$ cat src/rtl/seg_bcd_counter_if.sv
// rtl/seg_bcd_counter_if.sv - control inputs and display outputs of seg_bcd_counter
interface seg_bcd_counter_if;
  logic       clk_1hz;
  logic       en;
  logic       clr;
  logic       up;
  logic [7:0] seg;
  logic [1:0] dig_sel;
  logic       carry;

  modport master (
    output clk_1hz, en, clr, up,
    input  seg, dig_sel, carry
  );

  modport slave (
    input  clk_1hz, en, clr, up,
    output seg, dig_sel, carry
  );
endinterface

$ cat src/rtl/seg_bcd_counter.sv
// rtl/seg_bcd_counter.sv - two-digit BCD up/down seconds counter with multiplexed seven-segment scan
// Optional macro SEG_LZ_BLANK_EN blanks the tens digit while it is zero.
module seg_bcd_counter #(
  parameter int SCAN_DIV    = 12000,
  parameter bit SEG_ACT_LOW = 1'b1
) (
  input  logic            clk,
  input  logic            rst_n,
  seg_bcd_counter_if.slave bus
);

  localparam logic [15:0] SCAN_LAST = 16'(SCAN_DIV - 1);
  localparam logic [7:0]  SEG_OFF   = SEG_ACT_LOW ? 8'hFF : 8'h00;

  logic        r_prev;
  logic [3:0]  r_ones;
  logic [3:0]  r_tens;
  logic        r_carry;
  logic [15:0] r_scan_cnt;
  logic        r_sel;
  logic [7:0]  r_seg;
  logic [1:0]  r_dig_sel;

  logic        w_tick;
  logic [3:0]  w_ones_nxt;
  logic [3:0]  w_tens_nxt;
  logic        w_carry_nxt;
  logic [3:0]  w_digit;
  logic [7:0]  w_seg_hi;
  logic [7:0]  w_seg_out;

  // r_prev resets high so a clk_1hz already high at release is not a tick
  assign w_tick = bus.clk_1hz & ~r_prev;

  always_comb begin
    w_ones_nxt  = r_ones;
    w_tens_nxt  = r_tens;
    w_carry_nxt = 1'b0;
    if (bus.clr) begin
      w_ones_nxt = 4'd0;
      w_tens_nxt = 4'd0;
    end else if (w_tick && bus.en) begin
      if (bus.up) begin
        if (r_ones == 4'd9) begin
          w_ones_nxt = 4'd0;
          if (r_tens == 4'd9) begin
            w_tens_nxt  = 4'd0;
            w_carry_nxt = 1'b1;
          end else begin
            w_tens_nxt = r_tens + 4'd1;
          end
        end else begin
          w_ones_nxt = r_ones + 4'd1;
        end
      end else begin
        if (r_ones == 4'd0) begin
          w_ones_nxt = 4'd9;
          if (r_tens == 4'd0) begin
            w_tens_nxt  = 4'd9;
            w_carry_nxt = 1'b1;
          end else begin
            w_tens_nxt = r_tens - 4'd1;
          end
        end else begin
          w_ones_nxt = r_ones - 4'd1;
        end
      end
    end
  end

  assign w_digit = r_sel ? r_tens : r_ones;

  always_comb begin
    w_seg_hi = 8'h00;
    case (w_digit)
      4'd0:    w_seg_hi = 8'h3F;
      4'd1:    w_seg_hi = 8'h06;
      4'd2:    w_seg_hi = 8'h5B;
      4'd3:    w_seg_hi = 8'h4F;
      4'd4:    w_seg_hi = 8'h66;
      4'd5:    w_seg_hi = 8'h6D;
      4'd6:    w_seg_hi = 8'h7D;
      4'd7:    w_seg_hi = 8'h07;
      4'd8:    w_seg_hi = 8'h7F;
      4'd9:    w_seg_hi = 8'h6F;
      default: w_seg_hi = 8'h00;
    endcase
`ifdef SEG_LZ_BLANK_EN
    if (r_sel && (r_tens == 4'd0)) begin
      w_seg_hi = 8'h00;
    end
`endif
  end

  assign w_seg_out = SEG_ACT_LOW ? ~w_seg_hi : w_seg_hi;

  always_ff @(posedge clk or negedge rst_n) begin
    if (!rst_n) begin
      r_prev  <= 1'b1;
      r_ones  <= 4'd0;
      r_tens  <= 4'd0;
      r_carry <= 1'b0;
    end else begin
      r_prev  <= bus.clk_1hz;
      r_ones  <= w_ones_nxt;
      r_tens  <= w_tens_nxt;
      r_carry <= w_carry_nxt;
    end
  end

  // seg and dig_sel share one register stage so a slot change never shows the wrong digit
  always_ff @(posedge clk or negedge rst_n) begin
    if (!rst_n) begin
      r_scan_cnt <= 16'd0;
      r_sel      <= 1'b0;
      r_seg      <= SEG_OFF;
      r_dig_sel  <= 2'b00;
    end else begin
      if (r_scan_cnt == SCAN_LAST) begin
        r_scan_cnt <= 16'd0;
        r_sel      <= ~r_sel;
      end else begin
        r_scan_cnt <= r_scan_cnt + 16'd1;
      end
      r_seg     <= w_seg_out;
      r_dig_sel <= r_sel ? 2'b10 : 2'b01;
    end
  end

  assign bus.seg     = r_seg;
  assign bus.dig_sel = r_dig_sel;
  assign bus.carry   = r_carry;

endmodule

$ cat src/flat_wrapper.sv
// flat-port wrapper written by rule: the top's interface ports become plain ports
module seg_bcd_counter_flat 
#(
  parameter int SCAN_DIV    = 12000,
  parameter bit SEG_ACT_LOW = 1'b1
)
  (clk, rst_n, bus_clk_1hz, bus_en, bus_clr, bus_up, bus_seg, bus_dig_sel, bus_carry);
  seg_bcd_counter_if bus_i ();
  input  logic clk;
  input  logic rst_n;
  input wire logic [$bits(bus_i.clk_1hz)-1:0] bus_clk_1hz;
  input wire logic [$bits(bus_i.en)-1:0] bus_en;
  input wire logic [$bits(bus_i.clr)-1:0] bus_clr;
  input wire logic [$bits(bus_i.up)-1:0] bus_up;
  output wire logic [$bits(bus_i.seg)-1:0] bus_seg;
  output wire logic [$bits(bus_i.dig_sel)-1:0] bus_dig_sel;
  output wire logic [$bits(bus_i.carry)-1:0] bus_carry;
  assign bus_i.clk_1hz = bus_clk_1hz;
  assign bus_i.en = bus_en;
  assign bus_i.clr = bus_clr;
  assign bus_i.up = bus_up;
  assign bus_seg = bus_i.seg;
  assign bus_dig_sel = bus_i.dig_sel;
  assign bus_carry = bus_i.carry;
  seg_bcd_counter #(.SCAN_DIV(SCAN_DIV), .SEG_ACT_LOW(SEG_ACT_LOW)) u_core (.clk(clk), .rst_n(rst_n), .bus(bus_i));
endmodule
$ cat config.mk
export PLATFORM = sky130hd
export DESIGN_NAME = seg_bcd_counter_flat
export DESIGN_NICKNAME = d
export VERILOG_FILES = /design/src/rtl/seg_bcd_counter_if.sv /design/src/rtl/seg_bcd_counter.sv /design/src/flat_wrapper.sv
export SDC_FILE = /design/constraint.sdc
export NUM_CORES = 1
export LEC_CHECK = 0
export CORE_ASPECT_RATIO = 0.9
export CORE_UTILIZATION = 41
export DETAILED_ROUTE_END_ITERATION = 8
export SLEW_MARGIN = 20
export SYNTH_ARGS = -nofsm -noshare
export SYNTH_HDL_FRONTEND = slang
export SYNTH_SLANG_ARGS = --single-unit
export TNS_END_PERCENT = 5
$ cat constraint.sdc
create_clock -name clk -period 3.9 [get_ports clk]
set_input_delay 1.17 -clock clk [delete_from_list [all_inputs] [get_ports clk]]
set_output_delay 1.17 -clock clk [all_outputs]
set_load 0.01 [all_outputs]
Word level (Yosys, flattened, before mapping)
Memories as Yosys holds them, arrays and structs flattened. Index checks and enable logic that the tools add are counted.

Flip-flop bits (word level): 37. Bits in read-only memories: 112. Bits of input ports: 6. Logic and storage cells: 50. Output and inout bits: 11. Memories kept: 1.

Add/sub/neg operators: 5. Bitwise operators: 4. Equality and inequality tests: 4. Muxes and demuxes: 22. Reductions and logical operators: 6.

Memory list: (no name shown) (words 16, width 7, read ports 1, clocked after Yosys merged registers in 0, write ports 0, line seg_bcd_counter.sv:75) `case (w_digit)`.

Operators with widths (count): 4-bit 2-to-1 mux (13); 16-bit by 1-bit adder with 16-bit output (second input constant) (1); 16-bit by 14-bit == test with 1-bit output (second input constant) (1); 16-bit 2-to-1 mux (1); 4-bit by 1-bit adder with 4-bit output (second input constant) (2); 4-bit == test (second input constant) (2); 4-bit zero test (2); 8-bit inverter (1); 4-bit by 1-bit subtractor with 4-bit output (second input constant) (2); 1-bit 2-to-1 mux (7); 3-bit by 2-bit inequality test with 1-bit output (second input constant) (1); 3-bit AND reduction (1); 3-bit nonzero test (1); 2-bit 2-to-1 mux (1); 1-bit inverter (2); 2-bit nonzero test (1); 1-bit AND (1); 1-bit logical AND (1).

Depth between registers and ports, before layout
Gate-level depths: netlist of the first run.

Word-level depth: 6. Mapped depth: 7. Depth with buffers taken out: 6.

Worst setup path after synthesis of the first run
Ideal clock, no wire load.

Path kind: input -> register. Start: input port bus_up. End: register u_core.r_tens[0]. Setup time: 0.096 ns. Arrival: 2.212 ns. Buffers on the path: 0. Stages on the path: 4. Setup slack: 1.593 ns. Required time: 3.804 ns. Cells stage by stage: or4b_4 a21oi_4 a21oi_1 a311oi_2.

Longest elaborated chain between the ends: 3. Elaborated cells on any way between the ends: 6. Those cells by class: eq/ne (1); mux (3); reduce/logical (2).

Ends and longest elaborated chain: from (decl) (line flat_wrapper.sv:14) `input wire logic [$bits(bus_i.up)-1:0] bus_up;`; 4-bit 2-to-1 mux (line seg_bcd_counter.sv:43) `if (bus.up) begin`; 4-bit 2-to-1 mux (line seg_bcd_counter.sv:42) `end else if (w_tick && bus.en) begin`; 4-bit 2-to-1 mux (line seg_bcd_counter.sv:39) `if (bus.clr) begin`; to (signal assigned) (line seg_bcd_counter.sv:106) `r_tens <= w_tens_nxt;`; to (decl) (line seg_bcd_counter.sv:17) `logic [3:0] r_tens;`.

Several ways; a longest one is shown, not always the timed one. The select of a mux whose other input is x is not followed. A chain may end at the register's enable or synchronous reset.

Final worst setup path of the first run
Ends and elaborated chain as after synthesis.

==> results.tsv, run 1 <==
metric	value	unit
Max H-tree Level	2	
post-synthesis sequential area ratio	0.431	
DP HPWL	2830	µm
Setup crit start kind	input port	
YS warnings	0	
Post-DP Area	0.00227	mm²
register share of total power	0.461	
initial antenna violation count	0	
leading area contributor after synthesis	dfrtp_1	
# DRC	0	
hold depth	1	
Netlist Area Pre-Place	0.00211	mm²
Layout Skew	0.00822	ns
global-route wire length before repair	7010	µm
critical path class	input port to register	
GR Overflow Total	0	
core area	0.00489	mm²
Hold Path End	u_core.r_scan_cnt[15]	
worst reg2reg setup slack	1.84	ns
count leader, synth	dfrtp_1	
clock transition at the registers of the reported paths	0.07	ns
layout cells sized above 1	0.103	
area growth from synthesis to final layout	12.1	%
Final Hold Vio Count	0	
Storage cell area	911	µm²
postcts setup bufs	0	
vias in the first global route	1475	
maximum vdd drop	0.278	mV
DRT iter0 DRCs	61	
reg2reg start	u_core.r_ones[0]	
FF-to-FF path depth	6	
largest net degree at the start of global routing	37	
FF-to-FF End	u_core.r_tens[0]	
filler instances	464	
Placer Congestion	0.826	
Hold Crit Start	u_core.r_scan_cnt[15]	
routed vias	1602	
antenna cells	0	
period utilisation layout	0.719	
multi-input logic area	0.00109	mm²
clock power share	0.257	
total internal power	731	µW
total of max-cap violations	0	
Initial Utilization	0.431	
Slew headroom	0.481	
Period minus WS final	2.80	ns
CTS Hold Bufs	0	
Worst-Margin Slew	0.778	ns
top cells by area, synth	dfrtp_1 (33%), dfstp_2 (10%), ha_1 (7.1%)	
Synth Area per Inst	9.56	µm²
post-route cell area	0.00237	mm²
EDFF count, synth	0	
Die ar.	0.00544	mm²
I/O pin count	17	
Synth top area share	0.332	
Rows	24	
Leak Pwr	0.000976	µW
RSZ-0062 raised after global routing	false	
CP Capture Type	register	
Logic pwr share	0.282	
number of port buffers	15	
largest fanout on the critical path	13	
ANT nets after route	0	
Syn Nets	239	
CP max stage cell	or4b_4	
Mapped Cells	221	
die height	70.1	µm
setup TNS	0	ns
Worst EP required	4.09	ns
fin util	0.484	
Via density	5.36	
WL per Instance	13.5	µm
post-CTS sizing	0	
nets	251	
CP Cell Sequence	clkdlybuf4s50_1 > or4b_4 > a21oi_4 > a21oi_1 > a311oi_2	
Netlist cell types	52	
CTS buffer count	5	
Top FF cell, synth	dfrtp_1	
fin cells	299	
sw frac	0.304	
Initial DRT Pass Iterations	4	
dpl cells	291	
CTS tree	built	
commonest cells in the netlist	dfrtp_1 (28), nor2_1 (24), a21oi_1 (16)	
Async SR Flop Fraction	1.00	
clk sink count	36	
hold slack	0.479	ns
Routed WL	4040	µm
f_max	0.357	GHz
status	completed	
Final Setup Violations	0	
P_sw	320	µW
GRT Total Usage	0.164	
HP Class	register to register	
die span in x	77.7	µm
maximum clock path buffer count	2	
CP peak stage delay	0.64	ns
PwrDens	444	mW/mm²
Clk Latency, worst-skew pair	0.29	ns
Pins Over Slew Limit	0	
clock root cell	clkbuf_8	
Critical Path AT	3.00	ns
#FFs+latches synth	36	
[power by group through the flow]
stage          logic [µW]  registers (µW)  clock network [µW]
6_report              296             484                 270
5_1_grt               327             491                 299
4_1_cts               297             483                 285
3_5_place_dp          295             490                   0
3_3_place_gp          293             492                   0
2_1_floorplan         189             490                   0
[metrics by stage]
step | total power (µW) | worst slack, ns
detailed placement | 784 | 0.801
global route | 1120 | 1.01
CTS | 1070 | 1.10
floorplan | 679 | 1.59
finish | 1050 | 1.10
global placement | 786 | 0.857
[registers in the layout (all words and copies together) (netlist names)]
name,flops
u_core.r_ones,4
u_core.r_scan_cnt,16
u_core.r_prev,1
u_core.bus.dig_sel,2
u_core.r_tens,4
u_core.r_sel,1
u_core.bus.carry,1
u_core.bus.seg,7
[area by class of cell]
| cell class | count | area share |
|---|---|---|
| Tap cell | 65 | 0.0344 |
| Timing Repair Buffer | 15 | 0.0613 |
| Clock buffer | 6 | 0.0349 |
| Multi-Input combinational cell | 162 | 0.460 |
| Clock inverter | 2 | 0.00423 |
| Sequential cell | 36 | 0.385 |
| Inverter | 13 | 0.0206 |
[layout by cell type (no fill, tap or decap), drive strengths merged, types with 2 or more instances in the layout]
cell,netlist,layout
a21oi,17,17
nor4,3,3
nor2b,4,4
o31ai,3,3
o32ai,2,2
ha,12,12
nor2,24,24
a31oi,2,2
clkdlybuf4s50,0,14
xor2,6,6
and3b,3,3
inv,13,13
nand3b,2,2
xnor2,10,10
clkinv,0,2
nand3,12,12
mux2,2,2
mux2i,3,3
nand4,2,2
or4b,2,2
clkbuf,6,6
dfstp,8,8
nand2,14,14
o21ai,5,5
nor3,8,8
o22ai,4,4
and4,2,2
nand2b,2,2
dfrtp,28,28
[how the worst max path moves through the flow]
stage	from	end	depth (start not counted)
CTS	bus_up	u_core.r_tens[0]	5
global placement	bus_up	u_core.r_tens[0]	5
finish	bus_up	u_core.r_tens[0]	5
global route	bus_up	u_core.r_tens[0]	5
detailed placement	bus_up	u_core.r_tens[0]	5
floorplan	bus_up	u_core.r_tens[0]	4
[layer usage]
metal / GRT usage / share of wire / vias to the layer above / wire, µm
met4: 0.0629 / 0.013 / 0 / 53
met2: 0.240 / 0.45 / 25 / 1810
met1: 0.233 / 0.50 / 775 / 2040
met5: 0 / 0 / - / 0
li1: - / - / 795 / -
met3: 0.0392 / 0.034 / 7 / 137
[worst max-delay path, delay by kind of cell]
kind / cells / cell delay (ns)
AO/OA/AOI/OAI: 3 / 0.58
AND/OR/NAND/NOR: 1 / 0.64
buffers and inverters: 1 / 0.61
[cells by family after synthesis]
| family | after synthesis | synth area share |
|---|---|---|
| compound gates | 43 | 0.138 |
| mux | 5 | 0.0249 |
| simple gates | 85 | 0.213 |
| buf+inv | 23 | 0.0533 |
| xor+xnor | 16 | 0.0663 |
| fa+ha+maj | 12 | 0.0711 |
| flops | 36 | 0.431 |
| other cells | 1 | 0.00178 |
Note: power is estimated with default switching activity, not from simulation.
==> inputs of run 2 (changes only) <==
clock period = 2.4 ns   (was 3.9 ns; I/O delays follow)
==> run 2 against run 1 <==
Final cell count is 2.3% higher; setup slack worse by 0.77 ns; sequential power is 62% higher; routed wire length is 2.2% higher; die area stayed put; clock power is 66% higher; first-iteration DRC count is 9.8% higher; design area is 2.1% higher; combinational power is 70% higher; count of clock-buffer cells in the layout is 2 higher; critical path depth stayed put; non-clock buffer count is 7 higher.
==> results.tsv, run 2 (synthesis results as in run 1) <==
metric	value	unit	change
status	completed		unchanged
vias in the first global route	1588		was 1475
post-route cell area	0.00242	mm²	was 0.00237 mm²
FF-to-FF End	u_core.r_tens[0]		unchanged
DRT iter0 DRCs	67		was 61
global-route wire length before repair	7310	µm	was 7010 µm
commonest cells after routing, fill and taps aside	dfrtp_1 (28), nor2_1 (24), a21oi_1 (16)		unchanged
post-CTS sizing	0		unchanged
CP Capture Type	register		unchanged
initial antenna violation count	0		unchanged
RSZ-0062 raised after global routing	false		unchanged
Layout Skew	0.00399	ns	was 0.00822 ns
HP Class	register to register		unchanged
Post-DP Area	0.00233	mm²	was 0.00227 mm²
antenna cells	0		unchanged
f_max	0.483	GHz	
Via density	5.27		was 5.36
Hold Path End	u_core.r_scan_cnt[15]		unchanged
Power Total	1730	µW	was 1050 µW
crit path launch	bus_up		unchanged
Leak Pwr	0.00100	µW	was 0.000976 µW
Setup crit start kind	input port		unchanged
PwrDens	717	mW/mm²	was 444 mW/mm²
fin util	0.494		was 0.484
Routed WL	4120	µm	was 4040 µm
sw frac	0.303		was 0.304
Initial DRT Pass Iterations	4		unchanged
clock transition at the registers of the reported paths	0.07	ns	about the same
Max H-tree Level	2		unchanged
Placer Congestion	0.800		was 0.826
WL per Instance	13.5	µm	about the same
Final Setup Violations	0		unchanged
Rows	24		unchanged
Worst-Margin Slew	0.735	ns	was 0.778 ns
max reg flops	16		unchanged
reg2reg start	u_core.r_ones[1]		was u_core.r_ones[0]
FF-to-FF path depth	6		unchanged
routed vias	1614		was 1602
clk sink count	36		unchanged
setup TNS	0	ns	unchanged
period utilisation layout	0.863		
Period minus WS final	2.07	ns	
critical path class	input port to register		unchanged
die span in x	77.7	µm	unchanged
register share of total power	0.452		was 0.461
P_sw	525	µW	was 320 µW
GR Overflow Total	0		unchanged
Biggest register	u_core.r_scan_cnt		unchanged
CTS buffer count	5		unchanged
largest fanout on the critical path	5		was 13
area growth from synthesis to final layout	14.5	%	was 12.1%
hold depth	1		unchanged
core area	0.00489	mm²	unchanged
number of port buffers	15		unchanged
total internal power	1210	µW	was 731 µW
CTS Hold Bufs	0		unchanged
maximum clock path buffer count	2		unchanged
I/O pin count	17		unchanged
postcts setup bufs	0		unchanged
filler instances	455		was 464
nets	258		was 251
most common cell after layout, fill and taps aside	dfrtp_1		unchanged
Initial Utilization	0.431		unchanged
# DRC	0		unchanged
Logic pwr share	0.291		was 0.282
total of max-cap violations	0		unchanged
clock root cell	clkbuf_8		unchanged
clock power share	0.258		was 0.257
ANT nets after route	0		unchanged
Pins Over Slew Limit	0		unchanged
GRT Total Usage	0.170		was 0.164
Final Hold Vio Count	0		unchanged
Worst EP required	2.59	ns	was 4.09 ns
CTS tree	built		unchanged
layout cells sized above 1	0.120		was 0.103
worst reg2reg setup slack	0.41	ns	was 1.84 ns
Clk Latency, worst-skew pair	0.28	ns	was 0.29 ns
die height	70.1	µm	unchanged
DP HPWL	2920	µm	was 2830 µm
Die ar.	0.00544	mm²	unchanged
Slew headroom	0.510		was 0.481
largest net degree at the start of global routing	33		was 37
maximum vdd drop	0.467	mV	was 0.278 mV
Hold Crit Start	u_core.r_scan_cnt[15]		unchanged
Critical Path AT	2.26	ns	was 3.00 ns
-- run 2: metrics by stage --
step | instances | hold slack (ns) | setup WS, ns
after global routing | 306 | 0.518 | 0.256
after global placement | 298 | 0.460 | 0.0675
final | 306 | 0.467 | 0.329
after floorplan | 221 | 0.352 | 0.487
after detailed placement | 298 | 0.461 | 0.0391
after CTS | 306 | 0.475 | 0.328
-- run 2: cell type report --
cell class | count | area [µm²] | share of cell area
clock buffer | 8 | 90.1 | 0.0373
sequential | 36 | 911 | 0.377
tap | 65 | 81.3 | 0.0336
inverter | 13 | 48.8 | 0.0202
multi-input combinational | 162 | 1090 | 0.450
timing repair buffer | 22 | 198 | 0.0818
-- run 2: worst max-delay path by stage --
stage	cells after the start	endpoint	slack, ns
floorplan	7	u_core.r_tens[0]	0.49
global placement	5	u_core.r_tens[0]	0.07
detailed placement	5	u_core.r_tens[0]	0.04
CTS	5	u_core.r_tens[0]	0.33
global route	5	u_core.r_tens[0]	0.26
finish	5	u_core.r_tens[0]	0.33
-- run 2: critical path, stage by stage --
cell	delay, ns
clkdlybuf4s50_1	0.42
or4b_4	0.56
a21oi_4	0.22
a21oi_1	0.10
a311oi_2	0.24
-- run 2: power by group through the flow --
stage	Clock [µW]	Sequential [µW]	Combinational [µW]
after global placement	0	797	501
after CTS	463	785	506
after floorplan	0	797	307
final	447	783	504
after global routing	485	797	563
after detailed placement	0	797	504
-- run 2: per-layer routing --
layer  up-vias  wire [µm]  track usage
met4         0         25       0.0608
li1        818          -            -
met3         2        117       0.0431
met2        25       1800        0.247
met5         -          0            0
met1       769       2180        0.242
==> inputs of run 3 (changes only) <==
HOLD_SLACK_MARGIN = 0.06   (was not set)
==> results of run 3 <==
Same layout as run 2: the final DEF is identical, and so are final timing and power.
